## config.mk

```make
export PLATFORM = sky130hd
export DESIGN_NAME = counter_sched_ctrl
export DESIGN_NICKNAME = d
export VERILOG_FILES = /design/src/rtl/counter_sched_pkg.sv /design/src/rtl/counter_sched_rr_arb.sv /design/src/rtl/counter_sched_ctrl.sv
export SDC_FILE = /design/constraint.sdc
export NUM_CORES = 1
export LEC_CHECK = 0
export ABC_AREA = 1
export BUFFER_PORTS_ARGS = -buffer_cell sky130_fd_sc_hd__buf_2
export CAP_MARGIN = 25
export CORE_ASPECT_RATIO = 0.7
export CORE_MARGIN = 2
export CORE_UTILIZATION = 25
export DETAILED_ROUTE_END_ITERATION = 8
export GPL_ROUTABILITY_DRIVEN = 0
export HOLD_SLACK_MARGIN = 0.03
export SLEW_MARGIN = 40
export SYNTH_ARGS = -nofsm -noshare
export SYNTH_HDL_FRONTEND = slang
export SYNTH_SLANG_ARGS = --single-unit
```

## constraint.sdc

```tcl
create_clock -name clk -period 3.4 [get_ports clk]
set_input_delay 0.34 -clock clk [delete_from_list [all_inputs] [get_ports clk]]
set_output_delay 0.34 -clock clk [all_outputs]
set_load 0.05 [all_outputs]
```

## src/rtl/counter_sched_pkg.sv

```systemverilog
// Shared types and helpers for the counter scheduler: state encoding,
// round-robin pick and run-length clamp.
package counter_sched_pkg;

    localparam int MAX_REQ = 8;
    localparam int PTR_W   = 3;

    typedef enum logic [1:0] {IDLE, CLEAR, RUN, DONE} sched_state_e;

    // One-hot grant of the first set bit at or after ptr, wrapping modulo n.
    function automatic logic [MAX_REQ-1:0] rr_pick(input logic [MAX_REQ-1:0] req,
                                                   input logic [PTR_W-1:0]   ptr,
                                                   input int                 n);
        logic [MAX_REQ-1:0] g;
        int idx;
        g = '0;
        for (int k = 0; k < MAX_REQ; k++) begin
            if (k < n) begin
                idx = int'(ptr) + k;
                if (idx >= n) idx = idx - n;
                if (g == '0 && req[idx]) g[idx] = 1'b1;
            end
        end
        return g;
    endfunction

    function automatic logic [PTR_W-1:0] onehot_idx(input logic [MAX_REQ-1:0] oh);
        logic [PTR_W-1:0] i;
        i = '0;
        for (int k = 0; k < MAX_REQ; k++) begin
            if (oh[k]) i = PTR_W'(k);
        end
        return i;
    endfunction

    // A zero field means "full run"; anything above max is clamped.
    function automatic logic [31:0] clamp_limit(input logic [31:0] field,
                                                input logic [31:0] max);
        return (field == 32'd0 || field > max) ? max : field;
    endfunction

endpackage

```

## src/rtl/counter_sched_rr_arb.sv

```systemverilog
// Round-robin picker with its pointer register; the pointer moves to one
// past the owner recorded at grant time whenever a run ends.
module counter_sched_rr_arb
    import counter_sched_pkg::*;
#(
    parameter int N_REQ = 4
) (
    input  logic             clk,
    input  logic             reset,
    input  logic [N_REQ-1:0] req,
    input  logic             take,
    input  logic             advance,
    output logic [N_REQ-1:0] pick
);

    logic [PTR_W-1:0]   ptr_q;
    logic [PTR_W-1:0]   owner_q;
    logic [MAX_REQ-1:0] pick_full;

    assign pick_full = rr_pick(MAX_REQ'(req), ptr_q, N_REQ);
    assign pick      = pick_full[N_REQ-1:0];

    always_ff @(posedge clk) begin
        if (!reset) begin
            ptr_q   <= '0;
            owner_q <= '0;
        end else begin
            if (take) owner_q <= onehot_idx(pick_full);
            if (advance) ptr_q <= (int'(owner_q) == N_REQ - 1) ? '0 : owner_q + PTR_W'(1);
        end
    end

endmodule

```

## src/rtl/counter_sched_ctrl.sv

```systemverilog
// Time-shares one external up-counter among N_REQ requesters (clear, enable,
// observe). Optional stall watchdog built when COUNTER_SCHED_TIMEOUT_EN is defined.
module counter_sched_ctrl
    import counter_sched_pkg::*;
#(
    parameter int N_REQ     = 4,
    parameter int CNT_W     = 4,
`ifdef COUNTER_SCHED_TIMEOUT_EN
    parameter int TIMEOUT_CYC = 16,
`endif
    parameter int MAX_VALUE = 8
) (
    input  logic               clk,
    input  logic               reset,
    input  logic [N_REQ-1:0]   req,
    input  logic [N_REQ*CNT_W-1:0] req_limit,
    input  logic               abort,
    input  logic [CNT_W-1:0]   cnt_count,
    output logic               cnt_clr,
    output logic               cnt_en,
    output logic [N_REQ-1:0]   gnt,
    output logic [N_REQ-1:0]   done,
    output logic               busy,
    output logic               err,
    output sched_state_e       dbg_state
);

    // Handshake: req[i] is a level held until done[i] pulses; dropping it
    // while owning the counter (CLEAR/RUN) cancels the run like abort.
    sched_state_e     state;
    logic [N_REQ-1:0] gnt_q, done_q, pick;
    logic             clr_q, err_q;
    logic [CNT_W-1:0] limit_q, sel_field, limit_next;
    logic             grant, kill, terminal, owner_req, wd_fire;

    always_comb begin
        sel_field = '0;
        for (int i = 0; i < N_REQ; i++) begin
            if (pick[i]) sel_field = req_limit[i*CNT_W +: CNT_W];
        end
    end

    assign limit_next = CNT_W'(clamp_limit(32'(sel_field), 32'(MAX_VALUE)));
    assign terminal   = (cnt_count == limit_q);
    assign owner_req  = |(req & gnt_q);
    assign grant      = (state == IDLE) && (|req);
    assign kill       = ((state != IDLE) && abort)
                      || (((state == CLEAR) || (state == RUN)) && !owner_req)
                      || wd_fire;

    counter_sched_rr_arb #(.N_REQ(N_REQ)) u_arb (
        .clk     (clk),
        .reset   (reset),
        .req     (req),
        .take    (grant),
        .advance (kill || (state == DONE)),
        .pick    (pick)
    );

`ifdef COUNTER_SCHED_TIMEOUT_EN
    localparam int WD_W = $clog2(TIMEOUT_CYC + 1);
    logic [WD_W-1:0]  wd_q;
    logic [CNT_W-1:0] prev_q;

    // wd_q counts RUN cycles spent at the current count value, change cycle included.
    assign wd_fire = (state == RUN) && !terminal && (cnt_count == prev_q)
                   && (wd_q == WD_W'(TIMEOUT_CYC - 1));

    always_ff @(posedge clk) begin
        if (!reset) begin
            wd_q   <= '0;
            prev_q <= '0;
        end else begin
            prev_q <= cnt_count;
            if (state != RUN)               wd_q <= '0;
            else if (cnt_count != prev_q)   wd_q <= WD_W'(1);
            else if (!wd_fire)              wd_q <= wd_q + WD_W'(1);
        end
    end
`else
    assign wd_fire = 1'b0;
`endif

    always_ff @(posedge clk) begin
        if (!reset) begin
            state   <= IDLE;
            gnt_q   <= '0;
            done_q  <= '0;
            clr_q   <= 1'b0;
            err_q   <= 1'b0;
            limit_q <= '0;
        end else begin
            done_q <= '0;
            err_q  <= 1'b0;
            clr_q  <= 1'b0;
            if (kill) begin
                state <= IDLE;
                gnt_q <= '0;
                err_q <= 1'b1;
            end else begin
                case (state)
                    IDLE: if (grant) begin
                        state   <= CLEAR;
                        gnt_q   <= pick;
                        limit_q <= limit_next;
                        clr_q   <= 1'b1;
                    end
                    CLEAR: state <= RUN;
                    RUN: if (terminal) begin
                        state  <= DONE;
                        done_q <= gnt_q;
                    end
                    DONE: begin
                        state <= IDLE;
                        gnt_q <= '0;
                    end
                    default: state <= IDLE;
                endcase
            end
        end
    end

    // Enable drops in the same cycle the count reaches the limit.
    assign cnt_en    = (state == RUN) && !terminal;
    assign cnt_clr   = clr_q;
    assign gnt       = gnt_q;
    assign done      = done_q;
    assign err       = err_q;
    assign busy      = (state != IDLE);
    assign dbg_state = state;

endmodule

```

### Yosys cells after proc, flatten, opt, wreduce, memory -nomap -nowiden

Index checks and enable logic that the tools add are counted.

* register bits after elaboration: 22
* bits in latches: 0
* bits in writable memories: 0
* ROM bits: 0
* input bits: 27
* output and inout port bits: 14
* memories: 0

* $add $sub $neg: 8
* multiply operators: 0
* divide/modulo/power cells: 0
* order comparisons: 13
* equal/unequal tests: 7
* shifts and indexed selects: 0
* multiplexer cells: 48
* bitwise logic cells: 9
* reductions and logical operators: 32

Operators by type and width (number)
* 32-bit by 1-bit greater-or-equal comparator with 1-bit output, second input constant: 4
* 32-bit by 5-bit < comparator with 1-bit output, second input constant: 4
* 32-bit 2-to-1 mux: 4
* 32-bit by 4-bit greater-or-equal comparator with 1-bit output, second input constant: 3
* 32-bit by 4-bit subtractor with 32-bit output, second input constant: 3
* 8-bit 2-to-1 mux: 4
* 8-bit logical NOT: 3
* 4-bit 2-to-1 mux: 6
* 8-bit bitwise OR: 3
* 1-bit 2-to-1 mux: 15
* 3-bit 2-to-1 mux: 5
* 1-bit binary-select mux with 3-bit select: 4
* 1-bit demux with 3-bit select: 4
* 4-bit OR reduction: 3
* 1-bit logical AND: 11
* 3-bit by 2-bit adder with 4-bit output, second input constant: 2
* 2-bit 2-to-1 mux: 4
* 2-bit case mux with 4 select lines: 1
* 4-bit case mux with 2 select lines: 1
* 1-bit NOT: 5
* 3-bit by 1-bit adder with 4-bit output, second input constant: 1
* 4-bit AND: 1
* 2-bit equality test, second input constant: 2
* 4-bit equality test: 1
* 16 further kinds: 23

### Longest topological paths before layout

Gate-level depths: netlist of the first run.

* depth after elaboration: 23
* mapped depth: 22

### Modules after synthesis

From an unflattened synthesis of the first run, not the netlist that was laid out.

* cells, all modules: 277
* area total of the unflattened synthesis: 1794.2 µm²

Modules (own cells, without submodules)
* counter_sched_ctrl: instances 1, cells an instance 153, area an instance 963.4 µm², sequential area each 320.3 µm²
* counter_sched_rr_arb: instances 1, cells an instance 124, area an instance 830.8 µm², sequential area each 120.1 µm²

### Worst setup path before layout of the first run

No wires, ideal clock.

* kind: reg2reg
* start: register u_arb.ptr_q[1]
* end: register limit_q[2]
* setup time: 0.123 ns
* data arrival time: 2.521 ns
* data required time: 3.277 ns
* path slack: 0.756 ns
* cell stages (with the launch flop): 21
* buffers on the path: 0
* period minus slack after synthesis: 2.644 ns
* cells stage by stage: dfxtp_1 inv_2 ha_1 inv_1 nand3_1 nand3_2 nor2_4 nand3_1 nand2_2 inv_1 nand4_1 nand2_1 nor2_4 nand3_2 o21bai_4 inv_2 or2_1 nand2_1 inv_1 nand2_1 a21oi_1

* word-level cells in the longest chain between the ends: 23
* elaborated cells on any way between the ends: 68
* those cells by class: add/sub (7); order compare (13); mux (33); bitwise (3); reduce/logical (12)

Ends and longest elaborated chain
* start, declared: line counter_sched_rr_arb.sv:16 `logic [PTR_W-1:0] ptr_q;`
* start signal, assigned: line counter_sched_rr_arb.sv:29 `if (advance) ptr_q <= (int'(owner_q) == N_REQ - 1) ? '0 : owner_q + PTR_W'(1);`
* branches (longest 15 deep; another with 32-bit by 4-bit subtractor with 32-bit output)
* 8-bit 2-to-1 mux *: line counter_sched_pkg.sv:21 `if (g == '0 && req[idx]) g[idx] = 1'b1;`
* 4-bit 2-to-1 mux (3 in a row): line counter_sched_ctrl.sv:39 `if (pick[i]) sel_field = req_limit[i*CNT_W +: CNT_W];`
* 4-bit 2-to-1 mux *: line counter_sched_ctrl.sv:39
* 4-bit > comparator or 4-bit logical NOT (tied branches): line counter_sched_pkg.sv:39 `return (field == 32'd0 || field > max) ? max : field;`
* 1-bit logical OR: line counter_sched_pkg.sv:39
* 4-bit 2-to-1 mux *: line counter_sched_pkg.sv:39
* end signal, assigned: line counter_sched_ctrl.sv:105 `limit_q <= limit_next;`
* end, declared: line counter_sched_ctrl.sv:33 `logic [CNT_W-1:0] limit_q, sel_field, limit_next;`

Every way passes the cells marked *. The select of a mux whose other input is x is not followed.
A chain may end at the register's enable or synchronous reset.

### Worst setup path after layout of the first run

* start: register u_arb.ptr_q[1]
* end: register limit_q[3]

The elaborated chain is that of the path after synthesis.

==> flow_summary.ini, run 1 <==
[logic_synthesis]
yosysUniqueCellTypes = 32
synth-compound-area-share_pct = 16.37
seq_area_frac_synth_pct = 26.07
ys_ff_latch = 22
synth_top_family_by_area = simple AND/OR/NAND/NOR gates
syn-num-nets = 294
synth-xor-area-share_pct = 2.074
yosys.area.top_type = dfxtp_1
synth_area_leaders = dfxtp_1 26%, nand2_1 12%, ha_1 8.9%
ys_warn_count = 0
synthSimpleGateAreaFrac_pct = 35.93
synthesis.area_sq_um = 1689
synth_fa_ha_area_share_pct = 8.889
synth_mux_area_share_pct = 0
syn_inst = 255
syn_area_per_cell_sq_um = 6.624
synth_top_cell_area_share_pct = 26.07

[critical_path]
rr_worst_depth = 19
crit_arrival_ns = 3.15
required_ns = 3.59
worstSetupEndpointType = register
start_kind = register
slowest_stage = dfxtp_2
cp_max_fo = 10
worstPathCellList = inv_2 > ha_1 > inv_1 > nand3_1 > nand3_2 > nor2_4 > nand3_1 > nand2_1 > nor2_1 > nand4_1 > nand2_1 > nor2_4 > nand3_2 > o21bai_4 > inv_2 > or2_0 > nand2_1 > nand3_1 > a21oi_1
path_class = reg -> reg
slowest_delay_ns = 0.45

[pwr]
powerDensity_nw_per_um2 = 1135
combPwrFrac_pct = 74.6
pwr-share-clk_pct = 8.0
intPower_uw = 977.0
peakVddDrop_uv = 581.6
netSwitchingFraction_pct = 58.22
pwr-share-seq_pct = 17.4
p_switching_uw = 1361
p_leak_uw = 0.001027

[route]
routed_via_density = 4.349
first_iter_violations = 126
drc_errors = 0
firstDrtPassIters = 6
num_vias = 1709
drtAntennaViolNets = 0
drt_wl_total_um = 4322
wl_per_cell_um = 11.00

[global_route]
use_met1_pct = 19.98
grtUsageTotal_pct = 11.74
grtUsageMet3_pct = 3.257
use_met2_pct = 14.69
antenna_found_initial = 0
grt.busiest_layer = met1
grt_remaining_overflow = 0
grt_pass1_wl_um = 7031
grt_pass1_vias = 1468
grt_max_degree = 15

[cts]
clock-root-buffer = clkbuf_8
post_cts_buffers = 0
insertion_delay_ns = 0.26
clk_pin_slew_ns = 0.08
cts_sinks = 22
cts_max_path_buffers = 2
cts_tree = yes
cts_made_buffers = 3
htreeDepth = 1

[sta]
finalSetupTns_ns = 0
setup_viol = 0
slew_headroom_pct = 52.88
fin_crit_ns = 2.955
finClkSkew_ns = 0.006725
hold_viol_final = 0
rsz0062_at_grt = no
worst_slew_pin_slew_ns = 0.7004
fin_crit_sh_pct = 86.92
slew_violations = 0
fmax_mhz = 338.4

[placed_design]
dp.cells = 389
port_buffers = 40
place_hpwl_um = 3559

[final_layout]
antenna_cells = 0
utilization_pct = 31.06
n_fill_cell = 756
areaGrowthSynthToFinish_pct = 21.93
multiInputGateArea_sq_um = 1069
seqCellArea_sq_um = 441.7
fin_nets = 339
layout.cells.non_filler = 393
drive_gt1_share_pct = 23.75

[floorplanning]
die-area_sq_um = 7440
io-pin-count = 41
start_util_pct = 25.47
die_y_um = 72.77
die_width_um = 102.2
std_cell_rows = 25
core_area_sq_um = 6631

[run]
drv_cap = 0

[status]
status = completed

[worst_hold_path]
hold_class = in -> reg
whs_path_depth = 3
-- registers in the layout (all words and copies together) (netlist names) --
name	flops
dbg_state	2
u_arb.owner_q	3
gnt	4
limit_q	4
done	4
u_arb.ptr_q	3
err	1
cnt_clr	1
-- worst max-delay path: cells and delay by family, from the launching register on --
family	cells	cell delay [ns]
buffers and inverters	3	0.29
AO/OA/AOI/OAI	2	0.38
AND/OR/NAND/NOR	13	1.45
adder cells (fa/ha/maj)	1	0.31
flip-flops	1	0.45
-- final cells by class --
type / instances / area share, %
flip-flops and latches: 22 / 21.45
clock buffers: 4 / 2.673
inverters: 45 / 8.202
multi-input cells: 187 / 51.88
well taps: 94 / 5.711
repair buffers: 41 / 10.09
-- cell families after synthesis --
logic type,count (synthesis)
AOI/OAI and AO/OA,45
adders and majority gates,12
DFF,22
buffers and inverters,46
xor gates and xnor gates,4
and+or+nand+nor,126
-- metal layers --
metal | part of all wire (%) | vias to the layer above
met5 | 0 | -
li1 | - | 910
met3 | 7.4 | 0
met4 | 0 | 0
met1 | 58 | 748
met2 | 34 | 51
-- power by group through the flow --
stage               logic (uW)  clock network [uW]  registers, uW
floorplan                 1240                   0            543
global placement          1730                   0            411
detailed placement        1730                   0            410
CTS                       1740                 191            406
global route              1970                 199            418
finish                    1740                 186            408
-- stage by stage --
step | power (uW) | instance area [sq um] | setup WS, ns | hold WS (ns)
2_1_floorplan | 1785 | 1689 | 0.7560 | 0.4389
3_3_place_gp | 2140 | 2003 | 0.4212 | 0.4614
3_5_place_dp | 2141 | 2003 | 0.3220 | 0.4673
4_1_cts | 2334 | 2058 | 0.3054 | 0.3719
5_1_grt | 2591 | 2059 | 0.1098 | 0.3841
6_report | 2338 | 2059 | 0.4446 | 0.3745
-- Yosys cell counts (all sizes together) --
master   n
a211oi   1
a21oi   26
a221oi   1
a22oi    1
a32oi    1
buf      1
clkinv   1
dfxtp   22
ha      12
inv     44
nand2   62
nand3   20
nand3b   1
nand4    7
nor2    30
nor3     1
nor4     2
o211ai   2
o21ai   11
o21bai   1
o31ai    1
or2      3
xor2     4
-- placed cells by master (no fill, tap or decap), drive strengths merged --
master  synthesis  final
nand2          62     62
o21ai          11     11
clkinv          1      1
a32oi           1      1
nor3            1      1
buf             1     41
nand3b          1      1
xor2            4      4
nand4           7      7
or2             3      3
o21bai          1      1
nor2           30     30
ha             12     12
a221oi          1      1
clkbuf          0      4
dfxtp          22     22
a211oi          1      1
nor4            2      2
a22oi           1      1
o31ai           1      1
nand3          20     20
inv            44     44
o211ai          2      2
a21oi          26     26
-- worst paths after layout --
| kind | slack, ns | startpoint | end |
|---|---|---|---|
| setup / recovery | 0.44 | u_arb.ptr_q[1] | limit_q[3] |
| hold / removal | 0.37 | reset | u_arb.ptr_q[0] |
| setup reg to reg | 0.44 | u_arb.ptr_q[1] | limit_q[3] |
| hold reg to reg | 0.48 | gnt[0] | done[0] |
-- what timing repair did --
action / CTS / global route
setup endpoints to repair: 0 / 2
hold buffers: 0 / 0
gates resized for setup: 0 / 1
Power figures use the tool's default switching activity.
==> run 2, diff against run 1 <==
--- a/config.mk
+++ b/config.mk
@@ -13,7 +13,10 @@
 export CORE_UTILIZATION = 25
 export DETAILED_ROUTE_END_ITERATION = 8
 export GPL_ROUTABILITY_DRIVEN = 0
+export GPL_TIMING_DRIVEN = 0
 export HOLD_SLACK_MARGIN = 0.03
+export PLACE_DENSITY = 0.52
+export SKIP_LAST_GASP = 1
 export SLEW_MARGIN = 40
 export SYNTH_ARGS = -nofsm -noshare
 export SYNTH_HDL_FRONTEND = slang
==> run 2 against run 1 <==
Compared with the run above:
- total power grew 0.15%
- global-route usage grew 0.42 points
- clock power is essentially flat
- sequential cell count is the same
- sequential share of layout area is essentially flat
- combinational power is essentially flat
- cell area grew 0.24%
- final cell count is the same
- wire length grew 1.8%
- core utilization grew 0.076 points
- register-to-register slack lost 0.06 ns
- critical endpoint unchanged
- largest cell class unchanged
==> flow_summary.ini, run 2 (synthesis gave the netlist of run 1 again) <==
[cts]
cts_tree = yes
cts_made_buffers = 3
cts_sinks = 22
insertion_delay_ns = 0.26
post_cts_buffers = 0
clock-root-buffer = clkbuf_8
htreeDepth = 1
cts_max_path_buffers = 2
clk_pin_slew_ns = 0.08

[sta]
rsz0062_at_grt = no
fin_crit_ns = 3.019
slew_violations = 0
finClkSkew_ns = 0.005901
setup_viol = 0
fmax_mhz = 331.2
finalSetupTns_ns = 0
slew_headroom_pct = 51.91
hold_viol_final = 0
fin_crit_sh_pct = 88.80
worst_slew_pin_slew_ns = 0.7147

[pwr]
peakVddDrop_uv = 527.2
intPower_uw = 979.3
pwr-share-seq_pct = 18.1
pwr-share-clk_pct = 7.8
powerDensity_nw_per_um2 = 1134
netSwitchingFraction_pct = 58.18
p_switching_uw = 1362
combPwrFrac_pct = 74.1
p_leak_uw = 0.001028

[critical_path]
crit_arrival_ns = 3.21
slowest_delay_ns = 0.46
worstSetupEndpointType = register
r2r_end = limit_q[3]
cp_max_fo = 10
start_kind = register
rr_startpoint = u_arb.ptr_q[1]
required_ns = 3.59
worstPathCellList = inv_2 > ha_1 > inv_1 > nand3_1 > nand3_2 > nor2_4 > nand3_1 > nand2_1 > nor2_1 > nand4_1 > nand2_2 > nor2_4 > nand3_2 > o21bai_4 > inv_2 > or2_1 > nand2_1 > nand3_1 > a21oi_1
path_class = reg -> reg
slowest_stage = dfxtp_2
worst-path-buf-inv = 3
r2r_slack_ns = 0.38
cpMostUsedCell = nand3_1
critPathTopFamily = simple AND/OR/NAND/NOR gates
rr_worst_depth = 19

[floorplanning]
die_width_um = 102.2
die_y_um = 72.77
std_cell_rows = 25
die-area_sq_um = 7440
core_area_sq_um = 6631
io-pin-count = 41
start_util_pct = 25.47

[run]
drv_cap = 0

[global_route]
grt_pass1_wl_um = 7210
grt_max_degree = 13
use_met2_pct = 16.59
grt_remaining_overflow = 0
antenna_found_initial = 0
use_met1_pct = 19.95
grt_pass1_vias = 1531
grtUsageTotal_pct = 12.16
grtUsageMet3_pct = 3.065
grt.busiest_layer = met1

[placed_design]
dp.cells = 389
port_buffers = 40
place_hpwl_um = 3564

[route]
firstDrtPassIters = 4
drtAntennaViolNets = 0
first_iter_violations = 73
num_vias = 1706
drt_wl_total_um = 4401
routed_via_density = 4.341
wl_per_cell_um = 11.20
drc_errors = 0

[final_layout]
final_common_cell = nand2_1
layout.cells.non_filler = 393
multiInputGateArea_sq_um = 1069
areaGrowthSynthToFinish_pct = 22.22
antenna_cells = 0
mostFrequentLayoutCells = 56 x nand2_1, 40 x buf_2, 39 x inv_1
drive_gt1_share_pct = 24.08
n_fill_cell = 748
seqCellArea_sq_um = 442.9
fin_nets = 339

[worst_hold_path]
hp-start = reset
min_to = u_arb.ptr_q[0]
whs_path_depth = 3
hold_class = in -> reg

[status]
status = completed
-- run 2: worst max path at each step --
stage | from | endpoint | slack [ns] | depth (start not counted)
3_5_place_dp | u_arb.ptr_q[1] | limit_q[3] | 0.24 | 19
3_3_place_gp | u_arb.ptr_q[1] | limit_q[3] | 0.30 | 19
2_1_floorplan | u_arb.ptr_q[1] | limit_q[2] | 0.76 | 20
6_report | u_arb.ptr_q[1] | limit_q[3] | 0.38 | 19
4_1_cts | u_arb.ptr_q[1] | limit_q[3] | 0.20 | 19
5_1_grt | u_arb.ptr_q[1] | limit_q[3] | 0.06 | 19
-- run 2: area by class of cell --
cell class              count  area share [%]
plain buffers               1          0.5455
clock buffers               4           2.667
flip-flops and latches     22           21.45
multi-input cells         187           51.76
inverters                  45           8.182
repair buffers             40           9.697
well taps                  94           5.697
-- run 2: what timing repair did --
item,4_1_cts,5_1_grt
hold buffers,0,0
setup endpoints to repair,0,4
resized for setup,0,2
-- run 2: worst reg2reg max path, stage by stage, from the launching register on --
cell      delay (ns)
dfxtp_2         0.46
inv_2           0.14
ha_1            0.32
inv_1           0.08
nand3_1         0.10
nand3_2         0.10
nor2_4          0.16
nand3_1         0.09
nand2_1         0.11
nor2_1          0.08
nand4_1         0.12
nand2_2         0.08
nor2_4          0.15
nand3_2         0.13
o21bai_4        0.25
inv_2           0.09
or2_1           0.21
nand2_1         0.08
nand3_1         0.09
a21oi_1         0.13
-- run 2: power groups by stage --
stage | clock network [uW] | logic, uW | registers [uW]
finish | 183 | 1740 | 423
CTS | 189 | 1740 | 419
floorplan | 0 | 1240 | 543
detailed placement | 0 | 1730 | 424
global placement | 0 | 1730 | 424
global route | 201 | 1960 | 432
-- run 2: per-layer routing --
metal | vias up | wire [um]
met5 | - | 0
met4 | 0 | 0
met3 | 0 | 272
met2 | 36 | 1536
met1 | 755 | 2592
li1 | 915 | -
-- run 2: metrics by stage --
stage,total power (uW),setup slack (ns),hold slack [ns],util (%),instance area (sq um)
floorplan,1785,0.7560,0.4389,-,1689
global placement,2150,0.2964,0.4618,30.26,2007
detailed placement,2158,0.2388,0.4635,30.26,2007
CTS,2353,0.2007,0.3801,31.09,2062
global route,2590,0.06289,0.3637,31.13,2064
finish,2342,0.3807,0.3764,31.13,2064
==> run 3, diff against run 2 <==
--- a/config.mk
+++ b/config.mk
@@ -16,6 +16,7 @@
 export GPL_TIMING_DRIVEN = 0
 export HOLD_SLACK_MARGIN = 0.03
 export PLACE_DENSITY = 0.52
+export REMOVE_ABC_BUFFERS = 1
 export SKIP_LAST_GASP = 1
 export SLEW_MARGIN = 40
 export SYNTH_ARGS = -nofsm -noshare
==> run 3 against run 2 <==
Compared with the run above:
- sequential power is 0.9% higher
- cell area fell by 0.42%
- clock-buffer cell count did not move
- first-iteration DRC count is 77% higher
- sequential cell count stayed put
- combinational power about the same
- critical path type unchanged
==> flow_summary.ini, run 3 (synthesis gave the netlist of run 1 again) <==
[critical_path]
slowest_stage = dfxtp_2
cp_max_fo = 10
r2r_slack_ns = 0.40
start_kind = register
worstSetupEndpointType = register
rr_worst_depth = 19
r2r_end = limit_q[0]
crit_arrival_ns = 3.14
path_class = reg -> reg
slowest_delay_ns = 0.45
cpMostUsedCell = nand2_1
worstPathCellList = inv_2 > ha_1 > inv_1 > nand3_1 > nand3_2 > nor2_4 > nand3_1 > nand2_1 > nor2_1 > nand4_1 > nand2_1 > nor2_4 > nand3_2 > o21ai_1 > nand3_1 > nand2_1 > a21oi_2 > nand2_1 > a21oi_1
rr_startpoint = u_arb.ptr_q[1]
required_ns = 3.54
critPathTopFamily = simple AND/OR/NAND/NOR gates
worst-path-buf-inv = 2

[placed_design]
port_buffers = 40
place_hpwl_um = 3437
dp.cells = 388
placed_cell_area_sq_um = 1996

[route]
firstDrtPassIters = 4
num_vias = 1676
routed_via_density = 4.276
drt_wl_total_um = 4277
first_iter_violations = 129
wl_per_cell_um = 10.91
drtAntennaViolNets = 0
drc_errors = 0

[pwr]
p_switching_uw = 1365
combPwrFrac_pct = 73.7
intPower_uw = 973.0
pwr-share-seq_pct = 18.2
netSwitchingFraction_pct = 58.38
pwr-share-clk_pct = 8.1
p_leak_uw = 0.001022
powerDensity_nw_per_um2 = 1137
peakVddDrop_uv = 582.6

[final_layout]
antenna_cells = 0
n_fill_cell = 768
fin_area_sq_um = 2056
mostFrequentLayoutCells = 56 x nand2_1, 40 x buf_2, 39 x inv_1
utilization_pct = 31.00
drive_gt1_share_pct = 23.83
areaGrowthSynthToFinish_pct = 21.70
layout.cells.non_filler = 392
fin_nets = 338
final_common_cell = nand2_1

[floorplanning]
core_area_sq_um = 6631
die-area_sq_um = 7440
std_cell_rows = 25
io-pin-count = 41
start_util_pct = 25.47
die_y_um = 72.77
die_width_um = 102.2

[worst_hold_path]
hp-start = reset
whs_path_depth = 3
min_to = u_arb.ptr_q[0]
hold_class = in -> reg

[cts]
insertion_delay_ns = 0.26
cts_sinks = 22
htreeDepth = 1
cts_made_buffers = 3
clock-root-buffer = clkbuf_8
cts_max_path_buffers = 2
post_cts_buffers = 0
clk_pin_slew_ns = 0.08
cts_tree = yes

[sta]
finalSetupTns_ns = 0
worst_slew_pin_slew_ns = 0.6639
slew_headroom_pct = 55.33
fin_crit_ns = 3.000
hold_viol_final = 0
slew_violations = 0
rsz0062_at_grt = no
setup_viol = 0
finClkSkew_ns = 0.006484
fin_crit_sh_pct = 88.23
fmax_mhz = 333.3

[global_route]
antenna_found_initial = 0
grt_pass1_vias = 1477
grtUsageTotal_pct = 11.78
grt_remaining_overflow = 0
grt_max_degree = 16
grt_pass1_wl_um = 7079

[run]
drv_cap = 0

[status]
status = completed
[run 3: cell types whose count changed in the layout (fill, tap and decap cells not counted)]
cell | previous run | this run
dfxtp_2 | 2 | 1
dfxtp_4 | 0 | 1
buf_6 | 1 | 0
[run 3: worst min-delay path, delay by kind of cell]
kind / cells / cell delay (ns)
AO/OA/AOI/OAI: 2 / 0.11
buffers and inverters: 1 / 0.14
[run 3: power groups by stage]
stage / Combinational [uW] / Clock, uW / Sequential (uW)
floorplan: 1230 / 0 / 549
global placement: 1710 / 0 / 431
detailed placement: 1720 / 0 / 430
CTS: 1720 / 194 / 424
global route: 1950 / 205 / 444
finish: 1720 / 189 / 427
[run 3: layout make-up]
cell class	instances	area [sq um]	area share, %
multi-input cells	187	1069	51.98
flip-flops and latches	22	445.4	21.67
well taps	94	117.6	5.721
clock buffers	4	55.05	2.678
inverters	45	168.9	8.217
repair buffers	40	200.2	9.738
[run 3: stage by stage]
step / total power (uW) / hold WS, ns / setup WS [ns]
after floorplan: 1775 / 0.4389 / 0.6109
after global placement: 2139 / 0.4601 / 0.07109
after detailed placement: 2146 / 0.4599 / 0.05824
after CTS: 2340 / 0.3706 / 0.03939
after global routing: 2595 / 0.3887 / 0.04051
final: 2338 / 0.3643 / 0.4001
[run 3: timing repair]
item / CTS / global route
endpoints found under the setup margin: 0 / 6
gates resized for setup: 0 / 3
hold buffers: 0 / 0
[run 3: metal layers]
layer	GRT usage [%]	vias up	wire (um)
li1	-	907	-
met1	19.91	713	2436
met2	14.99	56	1445
met3	3.448	0	395
met4	0	0	0
met5	0	-	0
[run 3: worst max path at each step]
stage	from	endpoint	slack (ns)	cells past startpoint
global placement	u_arb.ptr_q[0]	limit_q[3]	0.07	19
global route	u_arb.ptr_q[1]	limit_q[3]	0.04	19
floorplan	u_arb.ptr_q[0]	limit_q[2]	0.61	20
finish	u_arb.ptr_q[1]	limit_q[0]	0.40	19
detailed placement	u_arb.ptr_q[0]	limit_q[3]	0.06	19
CTS	u_arb.ptr_q[0]	limit_q[3]	0.04	19
